===== src/rtl/regincr_pipe.sv =====
// regincr_pipe: valid/ready pipeline of NSTAGES register+increment stages with a combinational ready chain.
// Define REGINCR_PIPE_SAT_EN for a saturating increment; otherwise the increment wraps.
module regincr_pipe #(
  parameter int NBITS = 8,
  parameter int NSTAGES = 2,
  parameter logic [NBITS-1:0] INCR = NBITS'(1)
) (
  input  logic             clk,
  input  logic             reset,
  input  logic             in_val,
  output logic             in_rdy,
  input  logic [NBITS-1:0] in_msg,
  output logic             out_val,
  input  logic             out_rdy,
  output logic [NBITS-1:0] out_msg
);
  function automatic logic [NBITS-1:0] f(input logic [NBITS-1:0] x);
`ifdef REGINCR_PIPE_SAT_EN
    logic [NBITS:0] s;
    s = {1'b0, x} + {1'b0, INCR};
    return s[NBITS] ? '1 : s[NBITS-1:0];
`else
    return x + INCR;
`endif
  endfunction
  logic [NSTAGES-1:0] val, src_val;
  logic [NSTAGES:0] go;
  logic [NBITS-1:0] data [NSTAGES];
  logic [NBITS-1:0] src [NSTAGES];
  // go[i]: stage i can take a new value this cycle; go[NSTAGES] is the sink
  always_comb begin
    go = '0;
    go[NSTAGES] = out_rdy;
    for (int i = NSTAGES - 1; i >= 0; i--) go[i] = !val[i] || go[i+1];
  end
  always_comb begin
    src_val = '0;
    src_val[0] = in_val;
    src[0] = in_msg;
    for (int i = 1; i < NSTAGES; i++) begin
      src_val[i] = val[i-1];
      src[i] = f(data[i-1]);
    end
  end
  always_ff @(posedge clk)
    if (!reset) begin
      val <= '0;
      for (int i = 0; i < NSTAGES; i++) data[i] <= '0;
    end else
      for (int i = 0; i < NSTAGES; i++)
        if (go[i]) begin
          val[i] <= src_val[i];
          if (src_val[i]) data[i] <= src[i];
        end
  assign in_rdy = reset && go[0];
  assign out_val = val[NSTAGES-1];
  assign out_msg = f(data[NSTAGES-1]);
endmodule


===== config.mk =====
export PLATFORM = sky130hd
export DESIGN_NAME = regincr_pipe
export DESIGN_NICKNAME = d
export VERILOG_FILES = /design/src/rtl/regincr_pipe.sv
export SDC_FILE = /design/constraint.sdc
export NUM_CORES = 1
export LEC_CHECK = 0
export ABC_CLOCK_PERIOD_IN_PS = 4100
export BUFFER_PORTS_ARGS = -buffer_cell sky130_fd_sc_hd__buf_4
export CAP_MARGIN = 0
export CORE_MARGIN = 2
export CORE_UTILIZATION = 50
export DETAILED_ROUTE_END_ITERATION = 10
export PLACE_DENSITY = 0.81
export SLEW_MARGIN = 20
export SYNTH_ARGS = -nofsm -noshare
export SYNTH_HDL_FRONTEND = slang
export SYNTH_SLANG_ARGS = --single-unit
export TNS_END_PERCENT = 10

===== constraint.sdc =====
create_clock -name clk -period 4.1 [get_ports clk]
set_clock_uncertainty 0.1 [all_clocks]
set_input_delay 1.025 -clock clk [delete_from_list [all_inputs] [get_ports clk]]
set_output_delay 1.025 -clock clk [all_outputs]
set_load 0.05 [all_outputs]

==> flow_summary.toml <==
[floorplanning]
initial_utilization_pct = 52.7
dieArea_sq_mm = 0.00215
die_y_microns = 46.4
chipWidth_microns = 46.4
core_area_sq_mm = 0.00171
fp-row-count = 15
ios = 22

[detailed_routing]
vias_per_cell = 4.99
wl_mm = 1.33
drt-wirelength-per-cell_microns = 10.2
wl_met1_microns = 472
drtIter0Drc = 8
vias = 649
wl_met2_microns = 786
dr.pass1.iters = 4
wl_met3_microns = 69
remaining_drc_errors = 0
top_layer_used = "met3"
drtAntennaViolNets = 0

[setup_path]
path_buf_inv = 2
crit_path_max_fanout = 4
critical-path-max-stage-delay_ns = 0.20
crit_family = "simple AND/OR/NAND/NOR gates"
cp_slowest_cell = "nand3b_1"
critical_path_depth = 4
path_class = "in2out"
crit_path_frequent_cell = "buf_4"
worstPathArrival_ns = 1.72
critPathLaunchType = "primary input"
reg2reg_depth = 2
crit_chain = "buf_4 > nand3b_1 > and2_1 > buf_4"
end_kind = "output port"
required_ns = 2.97

[cts]
cts_tree = "built"
cts_buffers = 3
cts_buffer_depth = 2
cts_sinks = 18
htreeDepth = 1
post_cts_buffers = 0
clock_latency_ns = 0.28
ctsHoldBuffers = 0
path_clk_slew_ns = 0.09
clock-root-buffer = "clkbuf_4"
ctsResizeCount = 0

[run_status]
status = "finished, final reports clean"

[timing]
timing.hold.ws_ns = 0.470
setup_violations = 0
worstMarginPinSlew_ns = 1.01
hold_viol_final = 0
fmax_mhz = 352
period_minus_slack_ns = 2.84
rsz0062_at_grt = "no"
fin_tns_setup_ns = 0
worst_slack_ns = 1.26
period_share_pct = 69.3
timing.slew.headroom_pct = 32.0
finalMaxSlewViolations = 0

[logic_synthesis]
synth_area_leader_cell = "edfxtp_1"
synthArstFlopShare_pct = 0
syn_inst = 80
yosys-top-cells-area = "edfxtp_1 53%, and2_1 7.0%, xor2_1 5.8%"
synth_seq_area_share_pct = 57.9
yosysWarnings = 0
synth_area_sq_um = 900
syn_avg_cell_area_sq_um = 11.2
synth.top_cells.by_count = "16 x edfxtp_1, 10 x and2_1, 7 x nand2_1, 6 x nor2_1, 6 x xor2_1"
synthFlopType = "edfxtp_1"
synth_top_area_share_pct = 53.4
yosysUniqueCellTypes = 22
synth_nets = 94
ys_seq_elements = 18
synth_edf_count = 16
yosysMostFrequentCell = "edfxtp_1"

[job]
maxCapViolations = 0

[power]
p_per_area_mw_per_mm2 = 358
peakVddDrop_uv = 240
power.static_leakage_uw = 0.000448
total_power_uw = 399

[global_route]
antenna_found_initial = 0
groute.usage.overall_pct = 14.9
grt_max_degree = 11
grt.overflow.total = 0
grt_first_pass_wirelength_mm = 2.19
first_global_vias = 601

[hold_path]
hp-class = "reg2reg"
holdPathStages = 1

[placement]
numPortBuffers = 21
hpwlAfterDp_mm = 1.14
pre_cts_slack_ns = 1.26
gp_congestion = 0.797

[layout]
fillCellCount = 132
syn2layout_area_growth_pct = 23.9
final_nets = 120
diodes = 0
drive_gt1_share_pct = 25.7
==> cell type report <==
class,instances,area (sq um),area share [%]
Clock buffer,4,26.3,2.36
Inverter,3,11.3,1.01
Timing Repair Buffer,21,158,14.1
Multi-Input combinational cell,59,368,33.0
Sequential cell,18,520,46.7
Tap cell,25,31.3,2.81
==> power breakdown <==
part           internal [uW]  total [uW]  switching (uW)
logic                   30.8        85.0            54.3
registers                216         228            12.1
clock network           37.7        86.1            48.5
==> worst paths after layout <==
kind	slack (ns)	end	startpoint
max	1.26	in_rdy	out_rdy
min	0.47	val[1]$_SDFFE_PN0P_	val[0]$_SDFFE_PN0P_
max reg2reg	2.34	data[0][9]$_SDFFCE_PN0P_	val[1]$_SDFFE_PN0P_
min reg2reg	0.47	val[1]$_SDFFE_PN0P_	val[0]$_SDFFE_PN0P_
==> cells by family (layout without fill, tap and decap cells) <==
group | Yosys count | in the layout | share of synthesized area, %
and+or+nand+nor | 37 | 37 | 21.8
buffers and inverters | 3 | 28 | 1.25
DFF | 18 | 18 | 57.9
AOI/OAI and AO/OA | 11 | 11 | 7.51
adders and majority gates | 2 | 2 | 2.78
xor gates and xnor gates | 9 | 9 | 8.76
==> metal layers <==
metal | vias to the layer above | global-route usage [%]
li1 | 330 | -
met1 | 300 | 14.0
met2 | 19 | 28.3
met3 | 0 | 3.53
met4 | 0 | 9.14
met5 | - | 0
==> placed cells by master, fill, tap and decap left out, types with 3 or more instances in the layout <==
master	instances
nand3_1	5
xnor2_1	3
clkbuf_4	3
buf_4	21
xor2_1	6
o21ai_0	5
or3_1	3
inv_1	3
nand2_1	7
and2_1	10
nor2_1	6
edfxtp_1	16
==> through the flow <==
stage | utilization [%] | cells | instance area, sq um
floorplan | - | 80 | 900
global placement | 63.7 | 126 | 1090
detailed placement | 63.7 | 126 | 1090
CTS | 65.3 | 130 | 1110
global route | 65.3 | 130 | 1110
finish | 65.3 | 130 | 1110
==> state kept, by name, summed over array words and instances, names as in the netlist <==
signal and cells:
val 2, data 16
==> worst reg2reg max path: cells and delay by family (launching register included) <==
kind             cells  cell delay [ns]
AO/OA/AOI/OAI        1             0.79
flip-flops           1             0.33
AND/OR/NAND/NOR      1             0.16
Power figures use the tool's default switching activity.
